[src/rtl/unary_digit_collector.sv]
// unary_digit_collector
//   Downstream stage of the radix-(DIGIT_MAX+1) unary adder. Counts the unary
//   pulse train on din during each write window, captures the adder carry,
//   closes the window into a binary digit and assembles NUM_DIGITS digits
//   (least-significant first) into one result word for a valid/ready consumer.
//
//   Optional feature macro: UNARY_COLLECT_BIN_EN
//     When defined, an extra output result_bin carries the binary value
//     sum(digit[i] * (DIGIT_MAX+1)^i), built incrementally as digits close.
//
//   Handshake: result_valid rises with the close that fills the last slot and
//   stays high, with result/result_carry/result_bin stable, until a cycle in
//   which result_valid && result_ready; it then drops on the next cycle unless
//   that same cycle completes a new word. Acceptance ignores en.
//
//   state_dbg mirrors the window FSM (0 = read phase, 1 = write phase).
module unary_digit_collector #(
    parameter int DIGIT_MAX  = 8,
    parameter int CNT_W      = 4,
    parameter int NUM_DIGITS = 4
`ifdef UNARY_COLLECT_BIN_EN
    ,
    parameter int BIN_W      = 16
`endif
) (
    input  logic                        clk,
    input  logic                        rst,
    input  logic                        en,
    input  logic                        read_or_write,
    input  logic                        din,
    input  logic                        cin,
    output logic                        digit_valid,
    output logic [CNT_W-1:0]            digit,
    output logic                        digit_carry,
    output logic [NUM_DIGITS*CNT_W-1:0] result,
    output logic                        result_carry,
    output logic                        result_valid,
    input  logic                        result_ready,
    output logic                        overflow,
`ifdef UNARY_COLLECT_BIN_EN
    output logic [BIN_W-1:0]            result_bin,
`endif
    output logic                        state_dbg
);

    localparam int IDX_W = (NUM_DIGITS > 1) ? $clog2(NUM_DIGITS) : 1;
    localparam logic [IDX_W-1:0] LAST_IDX = IDX_W'(NUM_DIGITS - 1);
    localparam logic [CNT_W-1:0] MAX_CNT  = CNT_W'(DIGIT_MAX);

    typedef enum logic {
        S_READ  = 1'b0,
        S_WRITE = 1'b1
    } state_t;

    state_t state_q;
    state_t state_d;

    // Window bookkeeping
    logic             close_cyc;   // this en cycle closes the write window
    logic             count_en;    // this cycle carries a pulse to count
    logic             pulse_sat;   // pulse arrives with the count already at max
    logic [CNT_W-1:0] cnt_q;
    logic [CNT_W-1:0] cnt_next;    // count including this cycle's pulse
    logic             flag_q;
    logic             flag_next;   // carry flag including this cycle's cin

    // Word assembly
    logic [IDX_W-1:0]      idx_q;
    logic                  slot_free;
    logic                  do_write;
    logic                  drop;
    logic                  word_done;
    logic                  accept;
    logic [NUM_DIGITS-1:0] slot_wr;

    // Window FSM: next state and per-cycle window events
    always_comb begin
        state_d   = state_q;
        close_cyc = 1'b0;
        count_en  = 1'b0;
        case (state_q)
            S_READ: begin
                if (en && read_or_write) begin
                    state_d = S_WRITE;
                end
            end
            S_WRITE: begin
                if (en) begin
                    // din lags the adder by one cycle, so the closing
                    // cycle still carries a pulse belonging to this window.
                    count_en = din;
                    if (!read_or_write) begin
                        close_cyc = 1'b1;
                        state_d   = S_READ;
                    end
                end
            end
            default: begin
                state_d = S_READ;
            end
        endcase
    end

    // Window FSM state register
    always_ff @(posedge clk) begin
        if (rst) begin
            state_q <= S_READ;
        end else begin
            state_q <= state_d;
        end
    end

    assign state_dbg = state_q;

    // Saturating pulse count and carry accumulation for the current cycle
    always_comb begin
        pulse_sat = count_en && (cnt_q == MAX_CNT);
        cnt_next  = cnt_q;
        if (count_en && !pulse_sat) begin
            cnt_next = cnt_q + 1'b1;
        end
        flag_next = flag_q | (en & cin);
    end

    // Pulse counter and carry flag; both restart after every close
    always_ff @(posedge clk) begin
        if (rst) begin
            cnt_q  <= '0;
            flag_q <= 1'b0;
        end else if (close_cyc) begin
            cnt_q  <= '0;
            flag_q <= 1'b0;
        end else if (en) begin
            cnt_q  <= cnt_next;
            flag_q <= flag_next;
        end
    end

    // Slot write decision: a pending, unaccepted word blocks the write
    always_comb begin
        accept    = result_valid && result_ready;
        slot_free = !result_valid || result_ready;
        do_write  = close_cyc && slot_free;
        drop      = close_cyc && !slot_free;
        word_done = do_write && (idx_q == LAST_IDX);
        slot_wr   = '0;
        for (int i = 0; i < NUM_DIGITS; i++) begin
            if (do_write && (int'(idx_q) == i)) begin
                slot_wr[i] = 1'b1;
            end
        end
    end

    // Closed-digit outputs: strobe for one cycle, value held until next close
    always_ff @(posedge clk) begin
        if (rst) begin
            digit_valid <= 1'b0;
            digit       <= '0;
            digit_carry <= 1'b0;
        end else begin
            digit_valid <= close_cyc;
            if (close_cyc) begin
                digit       <= cnt_next;
                digit_carry <= flag_next;
            end
        end
    end

    // Result word assembly, slot index and consumer handshake
    always_ff @(posedge clk) begin
        if (rst) begin
            result       <= '0;
            result_carry <= 1'b0;
            result_valid <= 1'b0;
            idx_q        <= '0;
        end else begin
            for (int i = 0; i < NUM_DIGITS; i++) begin
                if (slot_wr[i]) begin
                    result[i*CNT_W +: CNT_W] <= cnt_next;
                end
            end
            if (do_write) begin
                idx_q <= (idx_q == LAST_IDX) ? '0 : idx_q + 1'b1;
            end
            if (word_done) begin
                result_carry <= flag_next;
            end
            // A completing close wins over acceptance of the old word.
            if (word_done) begin
                result_valid <= 1'b1;
            end else if (accept) begin
                result_valid <= 1'b0;
            end
        end
    end

    // Sticky error: pulse beyond saturation or digit dropped on a busy word
    always_ff @(posedge clk) begin
        if (rst) begin
            overflow <= 1'b0;
        end else if (pulse_sat || drop) begin
            overflow <= 1'b1;
        end
    end

`ifdef UNARY_COLLECT_BIN_EN
    localparam logic [BIN_W-1:0] RADIX = BIN_W'(DIGIT_MAX + 1);

    logic [BIN_W-1:0] acc_q;
    logic [BIN_W-1:0] weight_q;
    logic [BIN_W-1:0] base_acc;
    logic [BIN_W-1:0] base_w;
    logic [BIN_W-1:0] term;

    // Slot 0 restarts the sum with unit weight; later slots reuse the
    // running weight, which is scaled by the radix after every written digit.
    always_comb begin
        base_acc = (idx_q == '0) ? '0 : acc_q;
        base_w   = (idx_q == '0) ? BIN_W'(1) : weight_q;
        term     = BIN_W'(cnt_next) * base_w;
    end

    // Binary accumulator and running weight, advanced on each written digit
    always_ff @(posedge clk) begin
        if (rst) begin
            acc_q    <= '0;
            weight_q <= BIN_W'(1);
        end else if (do_write) begin
            acc_q    <= base_acc + term;
            weight_q <= base_w * RADIX;
        end
    end

    assign result_bin = acc_q;
`endif

endmodule

[config.mk]
export PLATFORM = sky130hd
export DESIGN_NAME = unary_digit_collector
export DESIGN_NICKNAME = d
export VERILOG_FILES = /design/src/rtl/unary_digit_collector.sv
export SDC_FILE = /design/constraint.sdc
export NUM_CORES = 1
export LEC_CHECK = 0
export CORE_ASPECT_RATIO = 0.6
export CORE_MARGIN = 3
export CORE_UTILIZATION = 35
export DETAILED_ROUTE_END_ITERATION = 7
export PLACE_DENSITY = 0.68
export SETUP_SLACK_MARGIN = 0.5
export SLEW_MARGIN = 20
export SYNTH_ARGS = -nofsm -noshare
export SYNTH_HDL_FRONTEND = slang
export SYNTH_SLANG_ARGS = --single-unit
[constraint.sdc]
create_clock -name clk -period 1.85 [get_ports clk]
set_input_delay 0.4625 -clock clk [delete_from_list [all_inputs] [get_ports clk]]
set_output_delay 0.4625 -clock clk [all_outputs]
set_load 0.02 [all_outputs]
==> flow_metrics.env <==
export IMPL_rsz0062_at_grt="yes"
export IMPL_grt_pass1_wl_microns=7060
export IMPL_avgSynthCellArea_sq_um=9.78
export IMPL_crit_type="register to register"
export IMPL_path_max_fanout=6
export IMPL_final_cell_mix="dfxtp_1, buf_2, buf_4, a31oi_1, a311oi_2"
export IMPL_syn2layout_area_growth_pct=49.6
export IMPL_power_density_nw_per_um2=676
export IMPL_required_ps=2050
export IMPL_reg2reg_to="result[5]"
export IMPL_die_w_microns=86.4
export IMPL_io_pins=33
export IMPL_min_path_type="register to register"
export IMPL_finalSetupTns_ps=0
export IMPL_worstHoldStart="overflow"
export IMPL_nets=203
export IMPL_cp_end_kind="register"
export IMPL_synth_nets=152
export IMPL_yosysTopAreaCellShare_pct=48.6
export IMPL_worstPathArrival_ps=1680
export IMPL_crit_slowest_cell="dfxtp_4"
export IMPL_status="finished clean"
export IMPL_multi_input_area_sq_um=822
export IMPL_grt_pass1_vias=1403
export IMPL_reg2reg_depth=6
export IMPL_crit_chain="inv_2 -> ha_4 -> and3b_2 -> nand3b_1 -> buf_6 -> a311oi_2"
export IMPL_tightest_slew_ps=396
export IMPL_clkTransAtPathRegs_ps=70
export IMPL_clock_path_buffers=2
export IMPL_min_path_cells=2
export IMPL_row_count=16
export IMPL_fillers=318
export IMPL_synth_cell_types=28
export IMPL_overflow=0
export IMPL_cts_root_buffer="clkbuf_8"
export IMPL_clock_latency_ps=300
export IMPL_place_congestion=0.841
export IMPL_postRouteAntennaNets=0
export IMPL_synth_top_area_cell="dfxtp_1"
export IMPL_regArea_sq_um=672
export IMPL_die_area_sq_um=4690
export IMPL_drv_slew=0
export IMPL_placed_area_sq_um=1860
export IMPL_cts_tree="done"
export IMPL_maxCapViolations=0
export IMPL_fmax_mhz=674
export IMPL_numPlacedInstances=224
export IMPL_fin_crit_ps=1480
export IMPL_dr_first_iter_drc_count=65
export IMPL_holdBufCountCts=0
export IMPL_r2r_start="cnt_q[0]"
export IMPL_design_core_area_sq_um=3480
export IMPL_numCtsBuffers=5
export IMPL_ys_seq_elements=33
export IMPL_synth_seq_area_share_pct=48.6
export IMPL_drc=0
export IMPL_grt_max_degree=29
export IMPL_viasPerCell=5.95
export IMPL_max_slew_margin_pct=73.6
export IMPL_r2r_slack_ps=370
export IMPL_p_leak_nw=0.783
export IMPL_setup_violations=0
export IMPL_fin_crit_sh_pct=80.2
export IMPL_hold_ws_ps=488
export IMPL_crit_cells=6
export IMPL_yosys_warnings=0
export IMPL_ir_worst_vdd_v=0.000407
export IMPL_postSynthCellCount=139
export IMPL_netlist_top_cells_area="dfxtp_1, a311oi_1, a31oi_1"
export IMPL_vias=1404
export IMPL_track_usage_pct=19.9
export IMPL_clock_skew_ps=6.64
export IMPL_final_hold_viol_count=0
export IMPL_post_drt_wl_per_cell_microns=18.9
export IMPL_syn_cell_area_sq_um=1360
export IMPL_die_h_microns=54.3
export IMPL_critical_path_endpoint="result[5]"
export IMPL_antenna_cells=0
export IMPL_crit_start="cnt_q[0]"
export IMPL_io_buffers=32
export IMPL_cp_start_kind="register"
export IMPL_start_util_pct=39.0
export IMPL_worst_path_buf_inv=2
export IMPL_final_common_cell="dfxtp_1"
export IMPL_layout_drive_gt1_share_pct=50.8
export IMPL_design_area_sq_um=2030
export IMPL_antenna_found_initial=0
export IMPL_final_cell_count_no_fill=236
export IMPL_cts_sinks=33
export IMPL_dp_hpwl_microns=2830
export IMPL_drt_pass1_iter_count=4
export IMPL_critPathTopFamily="simple AND/OR/NAND/NOR gates"
export IMPL_h_tree_depth=2
export IMPL_cpPeakStageDelay_ps=350
export IMPL_drt_total_wl_microns=4470
-- state kept, by name, summed over array words and instances, names as in the netlist, named ones only --
signal	cells
result	16
cnt_q	4
digit	4
idx_q	2
digit_carry	1
digit_valid	1
flag_q	1
overflow	1
result_carry	1
result_valid	1
-- worst min-delay path by stage --
stage                     slack [ps]       end
after floorplan                  440    flag_q
after global placement           460    flag_q
after detailed placement         480  overflow
after CTS                        490  overflow
after global routing             550  overflow
final                            490  overflow
-- power breakdown --
part           internal (W)  leakage, nW  total (W)  switching [W]
Clock              0.000261       0.0450   0.000537       0.000277
Sequential         0.000719        0.270   0.000728     0.00000902
Combinational     0.0000468        0.468   0.000109      0.0000626
-- final cells by class --
cell class              instances  area share, %
repair buffers                 54           19.0
clock buffers                   6           3.57
clock inverters                 2          0.492
multi-input cells              92           40.4
well taps                      45           2.77
inverters                       4          0.738
flip-flops and latches         33           33.0
-- synth_stat cells --
master	n
dfxtp_1	33
a31oi_1	17
a311oi_1	15
nor2_1	11
a21oi_1	8
a211oi_1	7
ha_1	6
clkbuf_1	5
and3_1	4
buf_2	4
inv_1	4
o21ai_0	4
mux2i_1	2
nand2b_1	2
nand3_1	2
nand3b_1	2
or3_1	2
a221oi_1	1
and3_2	1
and3b_1	1
and3b_2	1
buf_4	1
clkbuf_2	1
nand3_2	1
nand4_1	1
nor2b_1	1
o21ai_1	1
or4_1	1
-- stage by stage --
stage / power, W / utilization [%] / setup slack, ps
4_1_cts: 0.00138 / 56.4 / 411
5_1_grt: 0.00142 / 58.4 / 336
3_5_place_dp: 0.000845 / 53.3 / -299
6_report: 0.00137 / 58.4 / 367
2_1_floorplan: 0.000791 / - / 433
3_3_place_gp: 0.000840 / 53.3 / -128
-- worst register-to-register path, stage by stage (launching register included) --
cell and delay (ps):
dfxtp_4 350, inv_2 40, ha_4 150, and3b_2 230, nand3b_1 200, buf_6 160, a311oi_2 250
-- cells by family after synthesis --
family / after synthesis / share of synthesized area, %
AND/OR/NAND/NOR: 30 / 12.7
adder cells (fa/ha/maj): 6 / 5.52
buffers and inverters: 15 / 4.88
multiplexers: 2 / 1.47
flip-flops: 33 / 48.6
AO/OA/AOI/OAI: 53 / 26.8
-- per-layer routing --
layer	global-route usage [%]	wire, microns	up-vias
met4	9.59	140	0
met1	24.2	2000	681
met3	5.26	259	18
met5	0	0	-
met2	33.4	2060	60
li1	-	-	645
-- what timing repair did --
action                     in CTS  in global routing
gates cloned                    1                  0
pin swaps                      13                  7
setup endpoints to repair      57                 28
buffers inserted                3                  0
gates resized for setup       139                 22
No activity file was read; power rests on OpenSTA's default activity.
==> edit: new RTL, same flow settings <==
The parameter `NUM_DIGITS` goes from 4 to 8.
--- a/src/rtl/unary_digit_collector.sv
+++ b/src/rtl/unary_digit_collector.sv
@@ -18,5 +18,5 @@
     parameter int DIGIT_MAX  = 8,
     parameter int CNT_W      = 4,
-    parameter int NUM_DIGITS = 4
+    parameter int NUM_DIGITS = 8
 `ifdef UNARY_COLLECT_BIN_EN
     ,
Interface: changed (resized result); port bits go from 33 to 49. The function was not compared with the original's and may differ.
==> edit against the unedited design <==
Combinational power up 61%; final area up 72%; sequential cell count up 17; wire length up 73%; power up 51%; area after synthesis up 52%; global-route usage up 1.4 points; critical path depth unchanged; setup slack better by 39 ps; sequential share of layout area down 3.7 points; critical endpoint is now result[16].
==> edit: results (changes against the unedited design) <==
- The starting DRC count in detailed routing is 183 (+180%).
- The mean instance size in the synthesized netlist was 9.81 um2 (+0.33%).
- The pin count of the biggest net entering global routing was 33 (+14%).
- The initial antenna violation count is 0 (unchanged).
- The portion of netlist area occupied by mux cells was 0.00967 (-0.00506).
- The cell with the largest stage delay on the worst path is dfxtp_4.
- The final net count was 316 (+56%).
- The unique cell type count in the Yosys netlist is 27 (-3.6%).
- The number of H-tree levels came to 2 (unchanged).
- The antenna diode count is 0 (unchanged).
- In the final layout, the registers with the most flip-flops are result (32), cnt_q (4), digit (4).
- The switching power summed over all nets came to 0.480 mW (+38%).
- The average routed wire per standard cell came to 20.3 um (+7.4%).
- The detailed route wirelength on metal3 is 501 um (+93%).
- The number of CTS-inserted buffers is 5 (unchanged).
- The number of buffers inserted by port buffering came to 48 (+50%).
- The half-perimeter wire length of the detailed placement result is 4200 um (+48%).
- The total of fill cells in the finished design is 471 (+48%).
- Ranked by total cell area, the synthesized netlist is headed by dfxtp_1, a311oi_1, a31oi_1.
- The leakage power summed over all cells is 1.31 nW (+67%).
- The count of yosys warnings during synthesis is 0 (unchanged).
- The fraction of layout instances using a drive strength above 1 is 0.595 (+0.0868).
- The run finished with clean final reports.
- The post-synthesis compound-gate area fraction is 0.296 (+0.0283).
- The slew at the pin with the worst max-slew slack came to 420 ps (+24.0 ps).
- The met2 wire length is 3440 um (+67%).
- The area share of fa/ha/maj cells after synthesis was 0.0484 (-0.00688).
- The met2 usage was 0.346 (+0.0123).
- The largest clock skew in the final design is 6.12 ps (-0.515 ps).
- The sequential logic power was 1.09 mW (+50%).
- The sum of routed wire segments on met1 was 3650 um (+82%).
- The final instance count without filler cells is 381 (+61%).
- The depth of the worst hold-timing path came to 2 (unchanged).
- The average via count per standard cell was 5.83 (-2.0%).
- The first-pass GRT wire length is 11400 um (+61%).
- By count the netlist is led by dfxtp_1, a31oi_1, a311oi_1.
- The routing usage on met3 is 0.0500 (-0.00258).
- The proportion of power drawn by combinational gates is 0.084 (+0.004).
- The worst-path maximum fanout came to 5 (-1).
- The via count of the first global-routing pass is 2077 (+48%).
- The number of enable flip-flop cells after synthesis is 0 (unchanged).
- The placer's final routability congestion estimate is 0.806 (-4.1%).
- The worst hold path belongs to the class reg2reg.
- The root buffer cell is clkbuf_8.
- The largest stage delay on the critical path is 370 ps (+20 ps).
- The worst-case clock buffer depth came to 2 (unchanged).
- The met1 usage in global routing is 0.285 (+0.0428).
- The worst slack at placement is -319 ps (-19.9 ps).
- The sequential cell area fraction in the yosys report was 0.484 (-0.00251).
- The number of placed instances with taps included is 349 (+56%).
- The cell area after placement is 2920 um2 (+57%).
- The post-synthesis net count is 226 (+49%).
- The maximum vdd drop came to 405 uV (-0.60%).
- The global-route usage over all layers is 0.213 (+0.0143).
- The CTS clock-pin slew for the worst setup and hold paths is 90 ps (+20 ps).
- The share of synthesized registers carrying an async set or reset is 0 (unchanged).
- The later-pin clock latency in the skew report is 320 ps (+20 ps).
- The internal power consumption came to 1.59 mW (+55%).
- Grouping stages by cell kind, the critical path spends the most delay in flip-flops.
- The highest metal layer with signal wires is met4.
edit: layout make-up:
type                    count  area [um2]  share of cell area
flip-flops and latches     50        1030               0.294
inverters                   5        21.3             0.00608
clock inverters             1        30.0             0.00858
well taps                  80         100              0.0286
clock buffers               6        82.6              0.0236
repair buffers             97         817               0.234
multi-input cells         142        1420               0.406
edit: what timing repair did:
action / 4_1_cts / 5_1_grt
endpoints found under the setup margin: 91 / 42
hold endpoints to repair: 0 / 0
buffers inserted: 12 / 5
pin swaps: 25 / 19
gates resized for setup: 250 / 29
gates cloned: 6 / 2
edit: worst reg2reg max path, stage by stage, from the launching register on:
cell and delay, ps:
dfxtp_4 370, inv_4 60, ha_4 130, and3b_2 270, o21ai_4 80, buf_6 140
a311oi_2 300
edit: final timing paths:
path,start,end,slack [ps]
max,cnt_q[0],result[16],410
min reg2reg,flag_q,flag_q,500
max reg2reg,cnt_q[0],result[16],410
min,flag_q,flag_q,500
